==> src/rtl/sc_obstacle_generator.sv <==
// sc_obstacle_generator: LFSR-seeded scrolling obstacle matrix with collision freeze and score.
// Define SC_OBSTACLEGEN_SPEEDUP_EN to shorten the scroll period as the score grows.
module sc_obstacle_generator #(
  parameter int DATAWIDTH = 4,
  parameter int ROWS = 8,
  parameter int TICK_DIV = 50000000,
  parameter int GAP = 2
)(
  input  logic                      SC_ObstacleGen_CLOCK_50,
  input  logic                      SC_ObstacleGen_RESET_InHigh,
  input  logic                      SC_ObstacleGen_Start_InLow,
  input  logic                      SC_ObstacleGen_Collision_InLow,
  output logic [DATAWIDTH-1:0]      SC_ObstacleGen_data_OutBUS,
  output logic [ROWS*DATAWIDTH-1:0] SC_ObstacleGen_Matrix_OutBUS,
  output logic [7:0]                SC_ObstacleGen_Score_OutBUS,
  output logic                      SC_ObstacleGen_Running_Out,
  output logic                      SC_ObstacleGen_Crashed_Out
);
  localparam int CW = $clog2(TICK_DIV);
  localparam int GW = GAP > 1 ? $clog2(GAP) : 1;
  typedef enum logic [1:0] {IDLE, RUN, HIT} stateT;
  stateT state, stateNext;
  logic [15:0] lfsr;
  logic [ROWS*DATAWIDTH-1:0] matrix;
  logic [7:0] score;
  logic [CW-1:0] tickCnt, lastCnt;
  logic [GW-1:0] spawnCnt;
  logic [DATAWIDTH-1:0] pattern, outRow;
  logic restart, tick;
`ifdef SC_OBSTACLEGEN_SPEEDUP_EN
  logic [1:0] level;
  assign level = score[7:4] > 4'd3 ? 2'd3 : score[5:4];
  assign lastCnt = CW'((TICK_DIV >> level) - 1);
`else
  assign lastCnt = CW'(TICK_DIV - 1);
`endif
  assign outRow = matrix[ROWS*DATAWIDTH-1 -: DATAWIDTH];
  // an all-ones pattern would block every lane, so the top lane is cleared
  assign pattern = &lfsr[DATAWIDTH-1:0] ? {1'b0, lfsr[DATAWIDTH-2:0]} : lfsr[DATAWIDTH-1:0];
  always_comb begin
    stateNext = state;
    restart = state != RUN && !SC_ObstacleGen_Start_InLow;
    tick = state == RUN && SC_ObstacleGen_Collision_InLow && tickCnt == lastCnt;
    if (restart) stateNext = RUN;
    else if (state == RUN && !SC_ObstacleGen_Collision_InLow) stateNext = HIT;
  end
  always_ff @(posedge SC_ObstacleGen_CLOCK_50) begin
    if (SC_ObstacleGen_RESET_InHigh) begin
      state <= IDLE;
      lfsr <= 16'hACE1;
      matrix <= '0;
      score <= '0;
      tickCnt <= '0;
      spawnCnt <= '0;
    end else begin
      state <= stateNext;
      lfsr <= {lfsr[0] ^ lfsr[2] ^ lfsr[3] ^ lfsr[5], lfsr[15:1]};
      if (restart) begin
        matrix <= '0;
        score <= '0;
        tickCnt <= '0;
        spawnCnt <= '0;
      end else if (state == RUN && SC_ObstacleGen_Collision_InLow) begin
        tickCnt <= tick ? '0 : tickCnt + CW'(1);
        if (tick) begin
          matrix <= {matrix[(ROWS-1)*DATAWIDTH-1:0], spawnCnt == '0 ? pattern : '0};
          if (|outRow && score != 8'hFF) score <= score + 8'd1;
          spawnCnt <= spawnCnt == GW'(GAP - 1) ? '0 : spawnCnt + GW'(1);
        end
      end
    end
  end
  assign SC_ObstacleGen_data_OutBUS = outRow;
  assign SC_ObstacleGen_Matrix_OutBUS = matrix;
  assign SC_ObstacleGen_Score_OutBUS = score;
  assign SC_ObstacleGen_Running_Out = state == RUN;
  assign SC_ObstacleGen_Crashed_Out = state == HIT;
endmodule

==> config.mk <==
export PLATFORM = sky130hd
export DESIGN_NAME = sc_obstacle_generator
export DESIGN_NICKNAME = d
export VERILOG_FILES = /design/src/rtl/sc_obstacle_generator.sv
export SDC_FILE = /design/constraint.sdc
export NUM_CORES = 1
export LEC_CHECK = 0
export ABC_CLOCK_PERIOD_IN_PS = 2400
export CAP_MARGIN = 20
export CORE_MARGIN = 4
export CORE_UTILIZATION = 35
export CTS_CLUSTER_DIAMETER = 50
export DETAILED_ROUTE_END_ITERATION = 12
export PLACE_DENSITY_LB_ADDON = 0.2
export REMOVE_ABC_BUFFERS = 1
export SYNTH_ARGS = -nofsm -noshare
export SYNTH_HDL_FRONTEND = slang
export SYNTH_SLANG_ARGS = --single-unit
==> constraint.sdc <==
create_clock -name SC_ObstacleGen_CLOCK_50 -period 2.4 [get_ports SC_ObstacleGen_CLOCK_50]
set_clock_uncertainty 0.05 [all_clocks]
set_input_delay 0.36 -clock SC_ObstacleGen_CLOCK_50 [delete_from_list [all_inputs] [get_ports SC_ObstacleGen_CLOCK_50]]
set_output_delay 0.36 -clock SC_ObstacleGen_CLOCK_50 [all_outputs]
set_load 0.02 [all_outputs]
Word level (Yosys, flattened, before mapping)
Index checks and enable logic that the tools add are counted.
- output and inout bits: 46
- flip-flop bits (word level): 85
- word-level logic and storage cells: 37
- bits of input ports: 4
- muxes and demuxes: 6
- bitwise operators: 3
- reduce and logical (&&, ||, !) cells: 13
- $add $sub $neg: 3
- eq/ne operators: 5
- operators with widths (cell ; number):
    $add 26x1->26 const B ; 1
    $eq 26x26->1 const B ; 1
    $mux 26 ; 1
    $add 8x1->8 const B ; 1
    $mux 4 ; 2
    $ne 8x8->1 const B ; 1
    $logic_and 1x1->1 ; 5
    $reduce_and 4->1 ; 1
    $reduce_or 4->1 ; 1
    $mux 1 ; 3
    $reduce_and 3->1 ; 1
    $xor 1x1->1 ; 3
    $eq 2x1->1 const B ; 1
    $eq 2x2->1 const B ; 1
    $logic_not 1->1 ; 2
    $ne 2x1->1 const B ; 1
    $reduce_and 2->1 ; 1
    $reduce_bool 2->1 ; 1
    $reduce_or 2->1 ; 1
    $add 1x1->1 const B ; 1

Depth between registers and ports, before layout
Gate-level depths: netlist of the first run.
- word-level depth: 4
- gate-level depth with buffers: 8
- gate-level depth less buffers: 6

Worst setup path after synthesis of the first run
Ideal clock, no wire load.
- path type: reg2reg
- start: reg state[0]
- end: reg score[4] (netlist: SC_ObstacleGen_Score_OutBUS[4])
- setup time: 0.059 ns
- data required time: 2.291 ns
- setup slack: 0.439 ns
- clock period less this slack: 1.961 ns
- arrival time: 1.851 ns
- buffers on the path: 1
- stages on the path, launching flop included: 7
- cell sequence: dfxtp_1 -> nor2b_1 -> nor2_1 -> or2_2 -> clkbuf_1 -> or4_1 -> nand2_1
- longest elaborated chain between the ends: 4
- elaborated cells on any way between the ends: 7
- classes of those cells: eq/ne (2); reduce/logical (5)
- ends and longest elaborated chain (element ; line ; text):
    start, declared ; 22 ; stateT state, stateNext;
    start signal, assigned ; 56 ; state <= stateNext;
    $eq 2x1->1 * ; -- ;
    named net SC_ObstacleGen_Running_Out ; 16 ; output logic SC_ObstacleGen_Running_Out,
    $logic_and 1x1->1 * ; 43, 63 ;
    $logic_and 1x1->1 ; 43 ; tick = state == RUN && SC_ObstacleGen_Collision_InLow && tickCnt == lastCnt;
    $reduce_and 3->1 (no source line) * ; -- ;
    end signal, assigned ; 67 ; if (|outRow && score != 8'hFF) score <= score + 8'd1;
    end, declared ; 25 ; logic [7:0] score;
The timed path passes the listed nets; every way through them passes the cells marked *.
A chain may end at the register's enable or synchronous reset.

Worst setup path in the final report of the first run
- start: reg tickCnt[7]
- end: reg score[7] (netlist: SC_ObstacleGen_Score_OutBUS[7])
- longest elaborated chain between the ends: 3
- ends and longest elaborated chain (element ; line ; text):
    start, declared ; 26 ; logic [CW-1:0] tickCnt, lastCnt;
    start signal, assigned ; 64 ; tickCnt <= tick ? '0 : tickCnt + CW'(1);
    $eq 26x26->1 ; 43 ;
    $logic_and 1x1->1 ; 43 ;
    $reduce_and 3->1 (no source line) ; -- ;
No other way between the ends.

==> results.txt, run 1 <==
The flow ran to the end, and the final reports show no timing, DRC or antenna violations. The setup path with the least slack is of type flip-flop to flip-flop. The length of the first detailed-routing pass in iterations came out at 4. The vias per cell is 4.76. The worst slew margin relative to its limit is 71.3%. Once routing completed, OpenROAD measured the worst setup slack at 0.268 ns. The worst setup path is launched from a flip-flop. In the synthesized netlist the async set-or-reset flop fraction comes to 0%. The cell area power density came out at 580 nW/um^2.

The data required time at the worst endpoint is 2.63 ns. TritonCTS built the clock tree. The count of antenna-violating nets left after detailed routing came out at 0. The root buffer cell is sky130_fd_sc_hd__clkbuf_8.

The clock slew at the register clock pins of the worst setup and hold paths came out at 0.09 ns. sky130_fd_sc_hd__dfxtp_1 takes more of the synthesized area than any other cell. The share of total power in combinational logic is 3.5%. Counting cells, the worst reg-to-reg path comes to 5. The share of post-route cells with drive strength above 1 is 9.68%. The maximum number of pins on one net before global-route repair is 43.

The final count of pins violating max slew came out at 0. The initial core utilization is 36.5%. In this run the worst path has a maximum fanout of 7. The number of instances in the synthesized netlist is 389. The number of enable flip-flop cells after synthesis is 0.

The number of placed cells counting well taps came out at 557. The number of hold violations in the final report came out at 0. The initialized floorplan defines 35 standard-cell rows. The register-to-register setup slack came out at 0.27 ns. The area fraction of the dominant cell type after synthesis is 49.5%. In this run the count of I/O pins placed on the die edge is 50. The routability congestion estimate came out at 0.766. The final standard cell count with taps included and fillers excluded is 573.

Setup repair after global routing left no endpoint under its margin. The overall routed net length is 7010 um. The maximum level of the CTS H-tree came out at 3. The later pin in the worst-skew pair is clocked with a latency of 0.35 ns. The y dimension of the die came out at 107 um.

Counting flops and latches in the post-synthesis netlist gives 85. Summing every instance area after synthesis gives 3440 sq um. The detailed-placement wirelength estimate is 4850 um. The origin of the worst min-delay path is lfsr[8]. The maximum resistive drop on vdd came out at 0.401 mV. The total overflow reported by the global router came out at 0.

At the placement stage, the worst setup path has a slack of 0.0669 ns. The area enclosed by the die boundary is 11500 sq um. From synthesis to final layout, the design area changed by 24.4%. The Yosys step of the flow raised 0 warnings. The fraction of power consumed by the clock network came out at 38.5%. The number of buffer cells added on primary ports came out at 49. Measured along the x axis, the die boundary spans 107 um. For this run, the top clock speed supported by timing is 469 MHz. The average size of a mapped cell is 8.84 sq um.

The overall track demand over capacity in global routing is 13.0%. In this run, the number of DRC markers left after iteration 0 of detailed routing was 128. The final clock period utilization by the worst path came out at 88.8%. In this run the critical register-to-register path is launched from tickCnt[7]. The minimum period implied by the final worst setup slack is 2.13 ns. The number of violations of the max-capacitance limit came out at 0.

The share of total power in sequential cells came out at 57.9%. The proportion of total power due to net switching came out at 23.9%. Sorting the synthesized cells by area gives the leading types as sky130_fd_sc_hd__dfxtp_1 (49%), sky130_fd_sc_hd__nand2_1 (8.0%), sky130_fd_sc_hd__a21oi_1 (5.7%). The design internal power is 1.89 mW. Summed over all nets, the switching power comes to 0.595 mW.

The via count of the first global-routing pass came out at 2546. The vias after detailed routing is 2728. In the final design database the tool counted 446 nets. The tree built by TritonCTS fans out to 85 sinks.

The core area came out at 9420 sq um. The number of antenna violations at the first check in global routing was 0. The number of buffers inserted by post-CTS setup repair is 0. The number of gates resized after CTS was 0. The number of distinct standard cells referenced by the synthesized netlist came out at 38.

The completed layout was analyzed and its total power is 2.48 mW. The routed length per placed instance is 12.2 um. The number of antenna cells inserted is 0. TritonCTS created 9 clock buffers. The leakage power is 1.44 nW. The endpoint of the worst hold-timing path is lfsr[7]. The worst endpoint data arrival time came out at 2.36 ns. The worst reg2reg path endpoint is SC_ObstacleGen_Score_OutBUS[7]. The post-detailed-route DRC marker count is 0. The first global-routing pass estimated 12300 um of wire. Setup violations remaining at the end of the flow were counted as 0.

In the synthesized netlist the dominant register cell turns out to be sky130_fd_sc_hd__dfxtp_1. The tightest min-delay check is of the flip-flop to flip-flop type. The share of the Yosys chip area taken by registers is 49.5%. The number of stages on the worst hold path came out at 1.

At the pin with the least slew margin, the transition time is 0.430 ns. The number of hold-repair buffers added at the cts stage came out at 0. The worst-case clock buffer depth came out at 2. STA classifies the critical path endpoint as a flip-flop.
logic make-up (layout without fill, tap and decap cells):
| kind of cell | Yosys count | after routing | share of synthesized area (%) |
|---|---|---|---|
| AOI/OAI and AO/OA | 47 | 47 | 7.13 |
| xor gates and xnor gates | 30 | 30 | 7.64 |
| adders and majority gates | 3 | 3 | 1.09 |
| buffers and inverters | 25 | 80 | 3.78 |
| DFF | 85 | 85 | 49.5 |
| and+or+nand+nor | 199 | 199 | 30.9 |
power groups by stage:
stage	registers, mW	logic (mW)	clock network [mW]
global route	1.44	0.0980	1.05
global placement	1.47	0.0880	0
finish	1.44	0.0870	0.957
detailed placement	1.47	0.0881	0
floorplan	1.47	0.0491	0
CTS	1.44	0.0889	0.998
critical path: stages (launching register included):
cell	delay (ns)
sky130_fd_sc_hd__dfxtp_1	0.38
sky130_fd_sc_hd__or4b_4	0.58
sky130_fd_sc_hd__nor4_1	0.33
sky130_fd_sc_hd__nand3_1	0.20
sky130_fd_sc_hd__or3_1	0.39
sky130_fd_sc_hd__a21oi_1	0.14
flip-flops by register name (all words and copies together), names as in the netlist:
signal,cells
SC_ObstacleGen_Score_OutBUS,8
state,2
spawnCnt,1
tickCnt,26
SC_ObstacleGen_Matrix_OutBUS,32
lfsr,16
layer usage:
layer  wire [um]  global-route usage, %  vias up
li1            -                      -     1420
met1        3570                   18.2     1259
met2        3040                   19.6       43
met3         316                   2.53        6
met4          77                   4.93        0
met5           0                      0        -
stage by stage:
| step | area [sq um] | hold slack [ns] | utilization [%] | setup TNS, ns |
|---|---|---|---|---|
| after floorplan | 3320 | 0.339 | - | -2.29 |
| after global placement | 4090 | 0.351 | 43.4 | 0 |
| after detailed placement | 4090 | 0.345 | 43.4 | 0 |
| after CTS | 4280 | 0.377 | 45.4 | 0 |
| after global routing | 4280 | 0.383 | 45.4 | 0 |
| final | 4280 | 0.372 | 45.4 | 0 |
synth_stat cells (all sizes together) (4+ instances only):
cell type / n
nand2b: 4
nand3: 15
nor2: 31
clkbuf: 12
or3: 5
nor2b: 11
or2: 8
a21oi: 39
nand3b: 4
and4: 6
xor2: 22
dfxtp: 85
nor4: 8
nand4: 17
xnor2: 8
buf: 10
and2: 4
nand2: 73
o21ai: 5
final cells by class:
class	count	area, sq um
clock buffers	10	138
repair buffers	61	606
clock inverters	6	53.8
well taps	129	161
flip-flops and latches	85	1700
multi-input cells	279	1610
inverters	3	11.3
fillers	927	5140
worst max-delay path by stage:
stage	startpoint	depth (start not counted)	slack (ns)	end
after floorplan	tickCnt[0]	6	-0.1	tickCnt[10]
after global placement	SC_ObstacleGen_Collision_InLow	7	0.09	SC_ObstacleGen_Score_OutBUS[6]
after detailed placement	SC_ObstacleGen_Collision_InLow	7	0.07	SC_ObstacleGen_Score_OutBUS[7]
after CTS	tickCnt[7]	5	0.23	SC_ObstacleGen_Score_OutBUS[7]
after global routing	tickCnt[7]	5	0.08	SC_ObstacleGen_Score_OutBUS[7]
final	tickCnt[7]	5	0.27	SC_ObstacleGen_Score_OutBUS[7]
placed cells by master (no fill, tap or decap), types with 3 or more instances in the layout:
cell type,count
sky130_fd_sc_hd__or2_2,8
sky130_fd_sc_hd__nand4_1,15
sky130_fd_sc_hd__and3_1,3
sky130_fd_sc_hd__a21oi_1,39
sky130_fd_sc_hd__nor3_1,3
sky130_fd_sc_hd__nand2b_1,4
sky130_fd_sc_hd__dfxtp_1,85
sky130_fd_sc_hd__inv_1,3
sky130_fd_sc_hd__clkdlybuf4s50_1,49
sky130_fd_sc_hd__nor2b_1,11
sky130_fd_sc_hd__nor2_1,31
sky130_fd_sc_hd__xnor2_1,8
sky130_fd_sc_hd__ha_1,3
sky130_fd_sc_hd__and2_1,4
sky130_fd_sc_hd__clkbuf_8,10
sky130_fd_sc_hd__buf_4,10
sky130_fd_sc_hd__or3_1,5
sky130_fd_sc_hd__o21ai_0,5
sky130_fd_sc_hd__nand2_1,73
sky130_fd_sc_hd__xor2_1,22
sky130_fd_sc_hd__and4_1,5
sky130_fd_sc_hd__nor4_1,5
sky130_fd_sc_hd__nand3b_1,4
sky130_fd_sc_hd__nand3_1,15
Power figures use the tool's default switching activity.
==> inputs of run 2 (changes only) <==
--- a/config.mk
+++ b/config.mk
@@ -7,7 +7,7 @@
 export LEC_CHECK = 0
 export ABC_CLOCK_PERIOD_IN_PS = 2400
 export CAP_MARGIN = 20
-export CORE_MARGIN = 4
+export CORE_MARGIN = 5
 export CORE_UTILIZATION = 35
 export CTS_CLUSTER_DIAMETER = 50
 export DETAILED_ROUTE_END_ITERATION = 12
==> run 2 against run 1 <==
Effect of this change: clock-buffer cell count unchanged; die area increased by 3.8%; global-route usage decreased by 0.057 points; critical path type is now flip-flop to primary output; largest power group unchanged.
==> results.txt, run 2 (synthesized netlist as in run 1, its figures left out) <==
The run finished with clean final reports. The total overflow reported by the global router is 0 (unchanged). The count of nets after finishing came to 444 (-0.45%).

The path type of the worst min-delay path is flip-flop to flip-flop. The number of buffers inserted by post-CTS setup repair came out at 0 (unchanged). The footprint of the multi-input gates came out at 1610 sq um (unchanged). The maximum fanout along the worst path is 6 (-1). The actual transition at the worst max-transition pin is 0.446 ns (+0.0158 ns). The post-synthesis to final-layout area growth is 23.6%. The worst setup path is launched from a flip-flop. The final count of pins violating max slew came out at 0 (unchanged).

By startpoint and endpoint, the worst setup path is classified as flip-flop to primary output. The data required time at the worst endpoint is 1.99 ns (-0.64 ns). The detailed-placement wirelength estimate came out at 5010 um (+3.2%).

The sequential cell area in the final layout is 1700 sq um (unchanged). The routed length per placed instance is 12.7 um (+3.6%). The maximum number of pins on one net before global-route repair came out at 43 (unchanged). The total negative slack is 0 ns (unchanged). The number of buffer cells added on primary ports came to 49 (unchanged). The number of gates given a new drive strength after cts came out at 0 (unchanged). The worst slew margin relative to its limit was 70.3% (-1.1 points). The post-detailed-route DRC marker count came to 0 (unchanged). The number of violations of the max-capacitance limit is 0 (unchanged). The number of antenna violations at the first check in global routing is 0 (unchanged). The area enclosed by the die boundary came out at 11900 sq um (+3.8%). The die width is 109 um (+1.9%). Leaving out fill and tap cells, the most frequent cell in the layout is sky130_fd_sc_hd__dfxtp_1. The vias after detailed routing is 2686 (-1.5%). The cell area power density came out at 570 nW/um^2 (-1.9%). STA classifies the critical path endpoint as a primary output. The core area came out at 9680 sq um (+2.9%). The y dimension of the die came to 109 um (+1.9%). The count of antenna-violating nets left after detailed routing came out at 0 (unchanged).

The cell sitting at the root of the clock tree is a sky130_fd_sc_hd__clkbuf_8. The number of hold violations in the final report came to 0 (unchanged). The initial core utilization is 35.5% (-1.0 points). Leaving out fill and tap cells, the most frequent cells in the layout are sky130_fd_sc_hd__dfxtp_1 (85), sky130_fd_sc_hd__nand2_1 (73), sky130_fd_sc_hd__clkdlybuf4s50_1 (49), sky130_fd_sc_hd__a21oi_1 (39), sky130_fd_sc_hd__nor2_1 (31).

The I/O pin total is 50 (unchanged). The routability congestion estimate is 0.793 (+3.6%). The number of fill cells in the layout came out at 955 (+3.0%). The number of antenna cells inserted is 0 (unchanged). The final setup violation count is 0 (unchanged).

The number of hold-repair buffers added at the cts stage came out at 0 (unchanged). The DRC violation total after the first TritonRoute iteration is 134 (+4.7%). The overall routed net length came out at 7280 um (+3.9%). The vias per cell came out at 4.67 (-1.9%).

The number of CTS-inserted buffers came out at 9 (unchanged). The leakage power is 1.41 nW (-2.0%). The minimum period implied by the final worst setup slack is 2.11 ns (-0.0195 ns). The length of the first detailed-routing pass in iterations came out at 5 (+1). The number of flip-flops in the largest register came out at 32 (unchanged). The maximum level of the CTS H-tree came out at 3 (unchanged).

The number of placement rows is 36 (+2.9%). The overall track demand over capacity in global routing is 12.9% (-0.057 points). The maximum resistive drop on vdd came out at 0.313 mV (-22%). The worst endpoint data arrival time came out at 1.70 ns (-0.66 ns). TritonCTS built the clock tree. The achievable frequency came out at 473 MHz (+0.92%). The number of clock sinks is 85 (unchanged).

The clock slew at the register clock pins of the worst setup and hold paths is 0.09 ns (about the same). The share of post-route cells with drive strength above 1 was 9.05% (-0.63 points). The clock insertion delay at the later pin of the skew report came out at 0.35 ns (about the same). The via count of the first global-routing pass came to 2630 (+3.3%). The worst-case clock buffer depth came to 2 (unchanged). The post-layout utilization of the core came out at 43.9% (-1.5 points). The first-pass GRT wire length came out at 12400 um (+0.79%). The final clock period utilization by the worst path is 88.0% (-0.81 points). Setup repair after global routing left no endpoint under its margin.
-- run 2: changes by cell type in the layout (fill, tap and decap cells not counted), sizes merged --
| cell | previous run | this run |
|---|---|---|
| buf | 12 | 10 |
| clkinvlp | 1 | 4 |
| inv | 6 | 4 |
| clkinv | 2 | 1 |
-- run 2: power breakdown --
part / total, mW / leakage (nW) / internal (mW) / switching (mW)
Sequential: 1.44 / 0.689 / 1.43 / 0.0100
Clock: 0.895 / 0.0751 / 0.381 / 0.514
Combinational: 0.0876 / 0.644 / 0.0354 / 0.0522
Total: 2.42 / 1.41 / 1.85 / 0.576
-- run 2: path summary, 6_finish.rpt --
kind,from,to,slack [ns],depth (start not counted)
setup / recovery,state[0],SC_ObstacleGen_Running_Out,0.29,2
hold / removal,lfsr[11],lfsr[10],0.36,1
setup reg to reg,tickCnt[0],SC_ObstacleGen_Score_OutBUS[6],0.29,7
hold reg to reg,lfsr[11],lfsr[10],0.36,1
-- run 2: layout make-up --
type / count / share of cell area (%)
inverter: 3 / 0.265
tap: 133 / 3.91
timing repair buffer: 59 / 13.9
clock buffer: 10 / 3.00
clock inverter: 6 / 1.12
multi-input combinational: 279 / 37.8
sequential: 85 / 40.0
-- run 2: critical path: stages (launching register included) --
cell                              delay (ns)
sky130_fd_sc_hd__dfxtp_1                0.41
sky130_fd_sc_hd__nor2b_1                0.28
sky130_fd_sc_hd__clkdlybuf4s50_1        0.66
-- run 2: per-layer routing --
layer  vias up  wire length, um  global-route usage [%]  part of all wire, %
met5         -                0                       0                    0
met4         0               58                    3.16                 0.80
met3         5              307                    4.38                  4.2
met2        39             3380                    20.2                   46
met1      1230             3540                    17.1                   49
li1       1412                -                       -                    -
-- run 2: through the flow --
step	total power [mW]	hold slack [ns]	instances	area, sq um	setup slack (ns)
after floorplan	1.52	0.339	367	3320	-0.0994
after global placement	1.56	0.341	559	4080	0.0865
after detailed placement	1.56	0.344	559	4080	0.0469
after CTS	2.47	0.366	575	4250	0.286
after global routing	2.54	0.386	575	4250	0.104
final	2.42	0.364	575	4250	0.287
==> inputs of run 3 (changes only) <==
--- a/config.mk
+++ b/config.mk
@@ -11,6 +11,7 @@
 export CORE_UTILIZATION = 35
 export CTS_CLUSTER_DIAMETER = 50
 export DETAILED_ROUTE_END_ITERATION = 12
+export HOLD_SLACK_MARGIN = 0.06
 export PLACE_DENSITY_LB_ADDON = 0.2
 export REMOVE_ABC_BUFFERS = 1
 export SYNTH_ARGS = -nofsm -noshare
==> results of run 3 <==
The final DEF is identical to that of run 2; final timing and power are the same.
